## src/rtl/line_buffer_5x5.sv

```systemverilog
// rtl/line_buffer_5x5.sv - raster-to-column front end for the 5x5 window buffer
// Four cascaded line memories turn a raster pixel stream into 5-row columns.
module line_buffer_5x5 #(
    parameter int COLS = 5,
    parameter int ROWS = 5
) (
    input  logic       clk,
    input  logic       rst,
    input  logic       valid_i,
    input  logic [7:0] data_i,
    output logic [7:0] S1_o,
    output logic [7:0] S2_o,
    output logic [7:0] S3_o,
    output logic [7:0] S4_o,
    output logic [7:0] S5_o,
    output logic       valid_o,
    output logic [9:0] col_o,
    output logic [9:0] row_o,
    output logic       frame_done_o
);

    localparam int AW = (COLS > 1) ? $clog2(COLS) : 1;

    typedef enum logic [1:0] {IDLE, FILL, STREAM, DONE} state_t;

    state_t     state_q, state_d;
    logic [9:0] c_q, c_d, r_q, r_d;
    logic [7:0] s1_q, s1_d, s2_q, s2_d, s3_q, s3_d, s4_q, s4_d, s5_q, s5_d;
    logic       valid_q, valid_d, frame_done_q, frame_done_d;
    logic [9:0] col_q, col_d, row_q, row_d;

    // lm_q[0] holds row r-1, lm_q[3] holds row r-4 at each column
    logic [7:0] lm_q [4][COLS];

    logic [AW-1:0] addr;
    logic          col_last, row_last;

    assign addr     = c_q[AW-1:0];
    assign col_last = (c_q == 10'(COLS - 1));
    assign row_last = (r_q == 10'(ROWS - 1));

    always_comb begin
        state_d      = state_q;
        c_d          = c_q;
        r_d          = r_q;
        s1_d         = s1_q;
        s2_d         = s2_q;
        s3_d         = s3_q;
        s4_d         = s4_q;
        s5_d         = s5_q;
        col_d        = col_q;
        row_d        = row_q;
        valid_d      = 1'b0;
        frame_done_d = 1'b0;

        if (valid_i) begin
            s5_d  = data_i;
            s4_d  = lm_q[0][addr];
            s3_d  = lm_q[1][addr];
            s2_d  = lm_q[2][addr];
            s1_d  = lm_q[3][addr];
            col_d = c_q;
            row_d = r_q;
            if (col_last) begin
                c_d = 10'd0;
                r_d = row_last ? 10'd0 : r_q + 10'd1;
            end else begin
                c_d = c_q + 10'd1;
            end
        end

        case (state_q)
            IDLE: begin
                if (valid_i) state_d = FILL;
            end
            FILL: begin
                if (valid_i && col_last && (r_q == 10'd3)) state_d = STREAM;
            end
            STREAM: begin
                if (valid_i) begin
                    valid_d = 1'b1;
                    if (col_last && row_last) begin
                        frame_done_d = 1'b1;
                        state_d      = DONE;
                    end
                end
            end
            DONE: begin
                // a pixel here is (0,0) of the next frame, so no bubble
                state_d = valid_i ? FILL : IDLE;
            end
            default: state_d = IDLE;
        endcase
    end

    always_ff @(posedge clk) begin
        if (rst) begin
            state_q      <= IDLE;
            c_q          <= 10'd0;
            r_q          <= 10'd0;
            s1_q         <= 8'd0;
            s2_q         <= 8'd0;
            s3_q         <= 8'd0;
            s4_q         <= 8'd0;
            s5_q         <= 8'd0;
            col_q        <= 10'd0;
            row_q        <= 10'd0;
            valid_q      <= 1'b0;
            frame_done_q <= 1'b0;
        end else begin
            state_q      <= state_d;
            c_q          <= c_d;
            r_q          <= r_d;
            s1_q         <= s1_d;
            s2_q         <= s2_d;
            s3_q         <= s3_d;
            s4_q         <= s4_d;
            s5_q         <= s5_d;
            col_q        <= col_d;
            row_q        <= row_d;
            valid_q      <= valid_d;
            frame_done_q <= frame_done_d;
        end
    end

    // Line memories are not reset; stale rows are overwritten during FILL
    always_ff @(posedge clk) begin
        if (!rst && valid_i) begin
            lm_q[0][addr] <= data_i;
            lm_q[1][addr] <= lm_q[0][addr];
            lm_q[2][addr] <= lm_q[1][addr];
            lm_q[3][addr] <= lm_q[2][addr];
        end
    end

    assign S1_o         = s1_q;
    assign S2_o         = s2_q;
    assign S3_o         = s3_q;
    assign S4_o         = s4_q;
    assign S5_o         = s5_q;
    assign valid_o      = valid_q;
    assign col_o        = col_q;
    assign row_o        = row_q;
    assign frame_done_o = frame_done_q;

endmodule
```

## config.mk

```make
export PLATFORM = sky130hd
export DESIGN_NAME = line_buffer_5x5
export DESIGN_NICKNAME = d
export VERILOG_FILES = /design/src/rtl/line_buffer_5x5.sv
export SDC_FILE = /design/constraint.sdc
export NUM_CORES = 1
export LEC_CHECK = 0
export ABC_AREA = 1
export BUFFER_PORTS_ARGS = -buffer_cell sky130_fd_sc_hd__buf_2
export CORE_MARGIN = 2
export CORE_UTILIZATION = 43
export CTS_BUF_LIST = sky130_fd_sc_hd__clkbuf_16
export CTS_CLUSTER_DIAMETER = 120
export DETAILED_ROUTE_END_ITERATION = 8
export GPL_ROUTABILITY_DRIVEN = 1
export PLACE_DENSITY = 0.7
export SYNTH_ARGS = -nofsm -noshare
export SYNTH_HDL_FRONTEND = slang
export SYNTH_SLANG_ARGS = --single-unit
```

## constraint.sdc

```tcl
create_clock -name clk -period 6.1 [get_ports clk]
set_input_delay 1.22 -clock clk [delete_from_list [all_inputs] [get_ports clk]]
set_output_delay 1.22 -clock clk [all_outputs]
set_load 0.05 [all_outputs]
```

After elaboration in Yosys (flattened, before gate mapping) --
Memory sizes are Yosys's and may differ from the RTL's. Index checks and enable logic that the tools add are counted.
Word-level totals: register bits 84, RAM bits 160, input port bits 11, output and inout bits 62, logic and storage cells 67, memories kept 1
Cells by class: $add $sub $neg 2, magnitude comparators 2, eq/ne operators 10, multiplexer cells 26, bitwise gates (word level) 3, reduce and logical (&&, ||, !) cells 11
Memories:
- lm_q | words 4, width 40, read ports 4, clocked after Yosys merged registers in 0, write ports 4, RTL line 33 | logic [7:0] lm_q [4][COLS];
Operators by type and width (count):
- binary-select mux 8 bit (select 3 bit) | 4
- two-way mux 8 bit | 9
- two-way mux 40 bit | 1
- demux 8 bit (select 3 bit) | 1
- adder 10 x 1 -> 10 bit, second input constant | 2
- == test 10 x 3 -> 1 bit, second input constant | 2
- two-way mux 10 bit | 2
- == test 10 x 2 -> 1 bit, second input constant | 1
- two-way mux 2 bit | 4
- inequality test 2 bit, second input constant | 4
- one-hot mux 2 bit (4 select lines) | 1
- logical AND 1 bit | 5
- == test 2 bit, second input constant | 2
- >= comparator 4 bit, second input constant | 1
- less-than comparator 4 x 1 -> 1 bit, second input constant | 1
- two-way mux 1 bit | 4
- NOT 3 -> 4 bit | 1
- AND reduction 4 bit | 1
- OR reduction 3 bit | 1
- == test 2 x 1 -> 1 bit, second input constant | 1
- logical NOT 2 bit | 1
- NOT 1 bit | 2
- AND reduction 2 bit | 1
- OR reduction 2 bit | 1
- logical NOT 1 bit | 1

Depth between registers and ports, before layout --
Gate-level depths: netlist of run 1.
word-level depth 6, gate-level depth with buffers 11, mapped depth without buffers 10

Worst setup path after synthesis of run 1 --
No wires, ideal clock.
kind input port to flip-flop, start input rst, end memory lm_q[0][24] (netlist bit), enable pin, arrival time 2921 ps, data required time 5679 ps, setup slack 2758 ps, cell stages on the path 3, path through inv_1 nand2_1 nor2_1
RTL lines:
- from (decl) | RTL line 8 | input logic rst,
- to (decl) | RTL line 33

==> flow_summary.yaml, run 1 <==
placed_design:
  dp_hpwl_um: 12900
  gp_congestion: 0.803
  place_area_um2: 10100
  io_buffers: 72
sta:
  slew_headroom: 0.435
  fin_crit_sh: 0.490
  finalClockSkew_ns: 0.0173
  layout_min_cycle_time_ns: 2.99
  fin_setup_tns_ns: 0
  finalHoldViolations: 0
  worst_pin_slew_ns: 0.845
  report.final.slew_viol_count: 0
  rsz0062_at_grt: "false"
  fmax_mhz: 334
  setup_viol: 0
  hold-worst-slack_ns: 0.478
finish:
  fin_area_um2: 11000
  multiInputGateArea_um2: 2360
  area_growth_pct: 15.8
  final_nets: 987
  seqCellArea_um2: 6490
  nFillCells: 1864
  drive_gt1_frac: 0.145
clock_network:
  hold_buffers: 0
  root_buffer: "clkbuf_16"
  cts_setup_buffers: 0
  htreeDepth: 1
  cts_tree: "built"
  clk_pin_slew_ns: 0.06
  cts.sinks: 244
  cts_buffers: 26
  ctsResizeCount: 0
  clk_latency_ns: 0.53
  cts_buffer_depth: 3
critical_path:
  critPathLaunchType: "register"
  crit_path_end_kind: "register"
  crit_chain: "nor2_1 -> nand2_1 -> inv_2 -> nand2_1 -> nand2_1 -> nor4_1 -> inv_1"
  cp.depth: 7
  cp_num_buf_inv: 2
  crit_required_ns: 6.31
  cpMaxStageDelayCell: "nand2_1"
  critPathTopFamily: "simple AND/OR/NAND/NOR gates"
  max_stage_delay_ns: 0.64
  cp_common_cell: "nand2_1"
  critPathKind: "reg2reg"
  crit_path_max_fanout: 17
  crit_arrival_ns: 3.20
  worstRegToRegCells: 7
logic_synthesis:
  seq_area_frac_synth: 0.685
  ys_warn_count: 0
  synthArstFlopShare: 0
  synth-edff-count: 160
  ys_seq_elements: 244
  synth_top_area_cell: "edfxtp_1"
  synth_area_um2: 9470
  syn_inst: 892
  yosys-top-cells-area: "edfxtp_1, dfxtp_1, nor2_1"
  synth_top_area_frac: 0.507
  postSynthAreaPerCell_um2: 10.6
  ys_types: 36
  ys_top_cells_by_count: "edfxtp_1, nor2_1, inv_1"
  yosysMostFrequentCell: "edfxtp_1"
  synth_nets: 911
  yosys_most_used_dff: "edfxtp_1"
power:
  seq_power_share: 0.490
  switching_share: 0.250
  power.density_nw_per_um2: 349
  power.switching_mw: 0.955
  p_total_mw: 3.82
  peakVddDrop_v: 0.000218
  intPower_mw: 2.87
  total_leakage_power_nw: 4.54
  pwr-share-clk: 0.405
  combPwrFrac: 0.105
grt:
  grt_pass1_vias: 6285
  grt_max_degree: 95
  antenna_found_initial: 1
  grt_pass1_wl_um: 33600
  grt-ovfl-total: 0
  grtUsageTotal: 0.180
status:
  status: "finished clean"
route:
  via_count: 6364
  viasPerCell: 5.01
  wl_per_cell_um: 16.4
  drc: 0
  ant_nets: 0
  drt_first_pass_iters: 5
  wirelength_um: 20800
  drtIter0Drc: 468
floorplanning:
  ioPinCount: 73
  core_area_um2: 21700
  die_w_um: 152
  rows: 54
  start_util: 0.437
  dieArea_um2: 23200
  die_y_um: 152
job:
  drv_cap: 0
min_path:
  whs_path_depth: 2
  hp-class: "reg2reg"
registers in the layout, summed over array words and instances, names as in the netlist:
name / flops
lm_q: 160
c_q: 10
col_o: 10
r_q: 10
row_o: 10
S1_o: 8
S2_o: 8
S3_o: 8
S4_o: 8
S5_o: 8
state_q: 2
frame_done_o: 1
valid_o: 1
placed cells by master, fill, tap and decap left out, types with 2 or more instances in the layout:
cell type / instances
inv_2: 5
inv_1: 130
xor2_1: 3
nand2_1: 123
a211oi_1: 5
nor3b_1: 3
o21ai_0: 61
clkinv_1: 7
dfxtp_1: 84
clkbuf_16: 27
a22o_1: 11
a31oi_1: 2
clkinv_2: 5
bufinv_16: 3
nor2_1: 141
buf_4: 9
a21oi_1: 60
nor2_2: 5
ha_1: 8
nand2_2: 3
nand4_1: 3
edfxtp_1: 160
nand3_1: 15
nor4_2: 7
nor3_1: 7
o211ai_1: 2
buf_2: 71
nor4_1: 16
kinds of logic (layout without fill, tap and decap cells):
kind of cell	after synthesis	in the layout	share of synthesized area
AO/OA/AOI/OAI	145	145	0.0840
flip-flops	244	244	0.685
buffers and inverters	163	259	0.0671
XOR/XNOR	3	3	0.00277
other	0	1	0
adder cells (fa/ha/maj)	8	8	0.0106
AND/OR/NAND/NOR	329	329	0.151
final timing paths:
| check | from | end | slack (ns) |
|---|---|---|---|
| setup / recovery | c_q[2] | lm_q[3][36] | 3.11 |
| hold / removal | col_o[2] | col_o[2] | 0.48 |
| setup reg to reg | c_q[2] | lm_q[3][36] | 3.11 |
| hold reg to reg | col_o[2] | col_o[2] | 0.48 |
power by group through the flow:
stage          registers (mW)  logic [mW]  clock network, mW
2_1_floorplan            2.00       0.190                  0
3_3_place_gp             1.91       0.395                  0
3_5_place_dp             1.91       0.401                  0
4_1_cts                  1.87       0.404               1.57
5_1_grt                  1.88       0.441               1.64
6_report                 1.87       0.400               1.55
per-stage QoR:
step                      utilization  setup slack, ns  instances
final                           0.506             3.11       1269
after global routing            0.506             2.92       1269
after CTS                       0.505             3.12       1268
after detailed placement        0.466             2.86       1220
after global placement          0.466             2.91       1220
after floorplan                     -             2.76        892
cell type report:
class | instances | share of cell area
multi-input combinational | 485 | 0.215
clock inverter | 21 | 0.0157
antenna | 1 | 0.000228
timing repair buffer | 80 | 0.0386
inverter | 131 | 0.0448
clock buffer | 27 | 0.0616
tap | 280 | 0.0320
sequential | 244 | 0.592
worst min-delay path, cell delays in order (launching register included):
cell and delay [ns]:
dfxtp_1 0.31, nand2_1 0.06, a21oi_1 0.05
routing by layer:
layer	vias up	part of all wire	track usage
met4	0	0.028	0.0617
met2	208	0.48	0.301
met1	3001	0.44	0.243
met3	40	0.059	0.0256
met5	-	0	0
li1	3115	-	-
Power figures use the tool's default switching activity.
==> inputs of run 2 (changes only) <==
clock period = 3.1 ns   (was 6.1 ns; I/O delays follow)
==> flow_summary.yaml, run 2 (synthesis results as in run 1) <==
finish:
  area_growth_pct: 17.2
  final_nets: 1000
  fin_area_um2: 11100
  drive_gt1_frac: 0.157
  regMostFlops: "lm_q"
  mostFrequentLayoutCell: "edfxtp_1"
  mostFrequentLayoutCells: "edfxtp_1, nor2_1, inv_1, nand2_1, dfxtp_1"
  largest_reg_flops: 160
  nFillCells: 1875
sta:
  fin_crit_sh: 0.742
  rsz0062_at_grt: "false"
  finalHoldViolations: 0
  fmax_mhz: 435
  layout_min_cycle_time_ns: 2.30
  finalClockSkew_ns: 0.00972
  worst_pin_slew_ns: 0.630
  slew_headroom: 0.580
  setup_viol: 0
  report.final.slew_viol_count: 0
  fin_setup_tns_ns: 0
critical_path:
  crit_path_end_kind: "register"
  worstRegToRegCells: 8
  critPathCapture: "lm_q[3][31]"
  r2r_start: "c_q[2]"
  critPathLaunchType: "register"
  critPathLaunch: "c_q[2]"
  regToRegSetupSlack_ns: 0.80
  crit_path_max_fanout: 14
  crit_arrival_ns: 2.52
  critPathKind: "reg2reg"
  r2r_end: "lm_q[3][31]"
  crit_required_ns: 3.32
power:
  peakVddDrop_v: 0.000457
  pwr-share-clk: 0.413
  power.switching_mw: 1.87
  seq_power_share: 0.482
  p_total_mw: 7.66
  power.density_nw_per_um2: 690
  combPwrFrac: 0.105
  intPower_mw: 5.79
  switching_share: 0.244
  total_leakage_power_nw: 4.61
route:
  viasPerCell: 5.05
  ant_nets: 0
  drtIter0Drc: 546
  via_count: 6466
  wl_per_cell_um: 16.9
  drc: 0
  wirelength_um: 21700
  drt_first_pass_iters: 5
clock_network:
  cts_buffer_depth: 3
  cts.sinks: 244
  root_buffer: "clkbuf_16"
  htreeDepth: 1
  cts_tree: "built"
  clk_pin_slew_ns: 0.06
  hold_buffers: 0
  cts_setup_buffers: 0
  cts_buffers: 24
  clk_latency_ns: 0.51
  ctsResizeCount: 0
floorplanning:
  ioPinCount: 73
  start_util: 0.437
  rows: 54
  die_y_um: 152
  core_area_um2: 21700
  die_w_um: 152
  dieArea_um2: 23200
grt:
  grtUsageTotal: 0.186
  grt_pass1_wl_um: 34500
  met1_usage: 0.241
  grt_use_met3: 0.0333
  grt_max_degree: 62
  grt_pass1_vias: 6480
  busiest_layer: "met2"
  gr-usage-met2: 0.317
  antenna_found_initial: 1
  grt-ovfl-total: 0
status:
  status: "finished clean"
min_path:
  hp-class: "in2reg"
placed_design:
  dp_hpwl_um: 13500
  place_area_um2: 10200
  gp_congestion: 0.819
  io_buffers: 72
job:
  drv_cap: 0
-- run 2: cell count changes in the layout (fill, tap and decap cells not counted), sizes merged --
cell and change:
inv -4, clkbuf -2, bufinv +3, buf +15, clkinvlp -1
-- run 2: metrics by stage --
step	util	hold WS (ns)	setup slack, ns	instances
after floorplan	-	0.451	0.334	892
after global placement	0.472	0.452	0.840	1235
after detailed placement	0.472	0.450	0.768	1235
after CTS	0.512	0.334	0.813	1279
after global routing	0.512	0.340	0.628	1280
final	0.512	0.359	0.800	1280
-- run 2: area by class of cell --
cell class,instances,area [um2],area share
sequential,244,6490,0.585
multi-input combinational,485,2360,0.213
clock buffer,25,626,0.0564
timing repair buffer,95,536,0.0483
inverter,131,492,0.0443
tap,280,350,0.0316
clock inverter,19,243,0.0219
antenna,1,2.50,0.000226
-- run 2: critical path, cell delays in order, from the launching register on --
cell and delay (ns):
dfxtp_1 0.48, nor2_1 0.13, nand2_1 0.17, inv_1 0.30
buf_4 0.30, nand2_1 0.07, nand2_1 0.05, nor4_1 0.32
inv_1 0.19
-- run 2: how the worst min path moves through the flow --
stage,end,start,cells after the start,slack (ns)
finish,lm_q[0][7],data_i[7],1,0.36
global route,lm_q[0][23],data_i[7],1,0.34
CTS,lm_q[0][39],data_i[7],1,0.33
detailed placement,col_o[2],col_o[2],2,0.45
global placement,col_o[0],col_o[0],2,0.45
floorplan,S1_o[6],lm_q[3][6],2,0.45
-- run 2: power by group through the flow --
stage                     Clock (mW)  Sequential (mW)  Combinational [mW]
final                           3.16             3.69               0.807
after global routing            3.33             3.70               0.882
after CTS                       3.21             3.69               0.809
after detailed placement           0             3.76               0.805
after global placement             0             3.76               0.786
after floorplan                    0             3.94               0.373
-- run 2: routing by layer --
metal / vias to the layer above / part of all wire
met3: 33 / 0.059
met2: 193 / 0.48
met1: 3100 / 0.43
met5: - / 0
li1: 3140 / -
met4: 0 / 0.022
==> inputs of run 3 (changes only) <==
clock period = 2.3 ns   (was 3.1 ns; I/O delays follow)
==> flow_summary.yaml, run 3 (synthesis results as in run 1) <==
critical_path:
  crit_path_max_fanout: 17
  crit_arrival_ns: 2.31
  r2r_end: "lm_q[1][21]"
  worstRegToRegCells: 8
  regToRegSetupSlack_ns: 0.22
  critPathKind: "reg2reg"
  r2r_start: "c_q[1]"
  crit_required_ns: 2.53
  critPathLaunchType: "register"
  crit_path_end_kind: "register"
power:
  p_total_mw: 9.77
  total_leakage_power_nw: 4.66
  power.density_nw_per_um2: 877
  peakVddDrop_v: 0.000526
sta:
  layout_min_cycle_time_ns: 2.08
  worst_pin_slew_ns: 0.646
  setup_viol: 0
  report.final.slew_viol_count: 0
  fmax_mhz: 481
  slew_headroom: 0.569
  finalClockSkew_ns: 0.0222
  finalHoldViolations: 0
  rsz0062_at_grt: "false"
  fin_crit_sh: 0.905
route:
  wl_per_cell_um: 16.5
  drc: 0
  wirelength_um: 21300
  drtIter0Drc: 425
  ant_nets: 0
  viasPerCell: 4.96
  via_count: 6402
  drt_first_pass_iters: 4
min_path:
  hp-class: "in2reg"
  hold_start: "data_i[4]"
  min_delay_worst_endpoint: "lm_q[0][28]"
  whs_path_depth: 1
clock_network:
  ctsResizeCount: 0
  clk_pin_slew_ns: 0.06
  cts_buffers: 25
  cts_tree: "built"
  root_buffer: "clkbuf_16"
  hold_buffers: 0
  cts.sinks: 244
  cts_buffer_depth: 3
  cts_setup_buffers: 0
  clk_latency_ns: 0.52
  htreeDepth: 1
finish:
  mostFrequentLayoutCell: "edfxtp_1"
  drive_gt1_frac: 0.163
  area_growth_pct: 17.6
  fin_area_um2: 11100
  final_nets: 1011
  largest_reg_flops: 160
  regMostFlops: "lm_q"
  mostFrequentLayoutCells: "edfxtp_1, nor2_1, inv_1, nand2_1, dfxtp_1"
  antenna_cells: 0
placed_design:
  place_area_um2: 10400
  io_buffers: 72
  gp_congestion: 0.786
  dp_hpwl_um: 13000
grt:
  grtUsageTotal: 0.185
  grt_max_degree: 62
  grt_pass1_wl_um: 34200
  grt_pass1_vias: 6250
  antenna_found_initial: 0
  grt-ovfl-total: 0
floorplanning:
  ioPinCount: 73
  die_w_um: 152
  die_y_um: 152
  dieArea_um2: 23200
  rows: 54
  core_area_um2: 21700
  start_util: 0.437
status:
  status: "finished clean"
job:
  drv_cap: 0
==> run 3: metal layers <==
layer | wire, um | part of all wire | vias up | track usage
li1 | - | - | 3164 | -
met5 | 0 | 0 | - | 0
met4 | 415 | 0.019 | 0 | 0.0503
met1 | 9710 | 0.46 | 3019 | 0.263
met3 | 1120 | 0.053 | 28 | 0.0242
met2 | 10100 | 0.47 | 191 | 0.303
==> run 3: critical path, stage by stage, from the launching register on <==
cell and delay (ns):
dfxtp_1 0.41, nor2_1 0.12, nand2_1 0.21, inv_1 0.13
buf_12 0.18, nand2_1 0.06, nand2_1 0.05, nor4_1 0.45
inv_1 0.18
==> run 3: stage by stage <==
stage          hold WS, ns  setup WS, ns   util  cells  TNS [ns]
3_5_place_dp         0.458         0.160  0.479   1245         0
2_1_floorplan        0.451        -0.325      -    892    -20.78
5_1_grt              0.200        0.0689  0.514   1291         0
4_1_cts              0.188         0.159  0.513   1291         0
3_3_place_gp         0.447         0.246  0.479   1245         0
6_report             0.197         0.219  0.514   1291         0
==> run 3: layout make-up <==
cell class	instances	area (um2)
Tap cell	280	350
Clock inverter	21	123
Clock buffer	25	626
Timing Repair Buffer	105	698
Fill cell	1895	10500
Inverter	131	492
Multi-Input combinational cell	485	2370
Sequential cell	244	6490
==> run 3: power by group <==
group          internal [mW]  switching (mW)
Sequential              4.90          0.0802
Clock                   2.08            1.58
Combinational          0.304           0.824
Total                   7.29            2.49
==> run 3: worst max-delay path by stage <==
stage            from     endpoint  slack (ns)
2_1_floorplan     rst  lm_q[0][24]       -0.32
3_3_place_gp   c_q[0]      S4_o[0]        0.25
3_5_place_dp   c_q[0]  lm_q[1][27]        0.16
4_1_cts        c_q[0]      S4_o[0]        0.16
5_1_grt        c_q[0]   lm_q[2][5]        0.07
6_report       c_q[1]  lm_q[1][21]        0.22
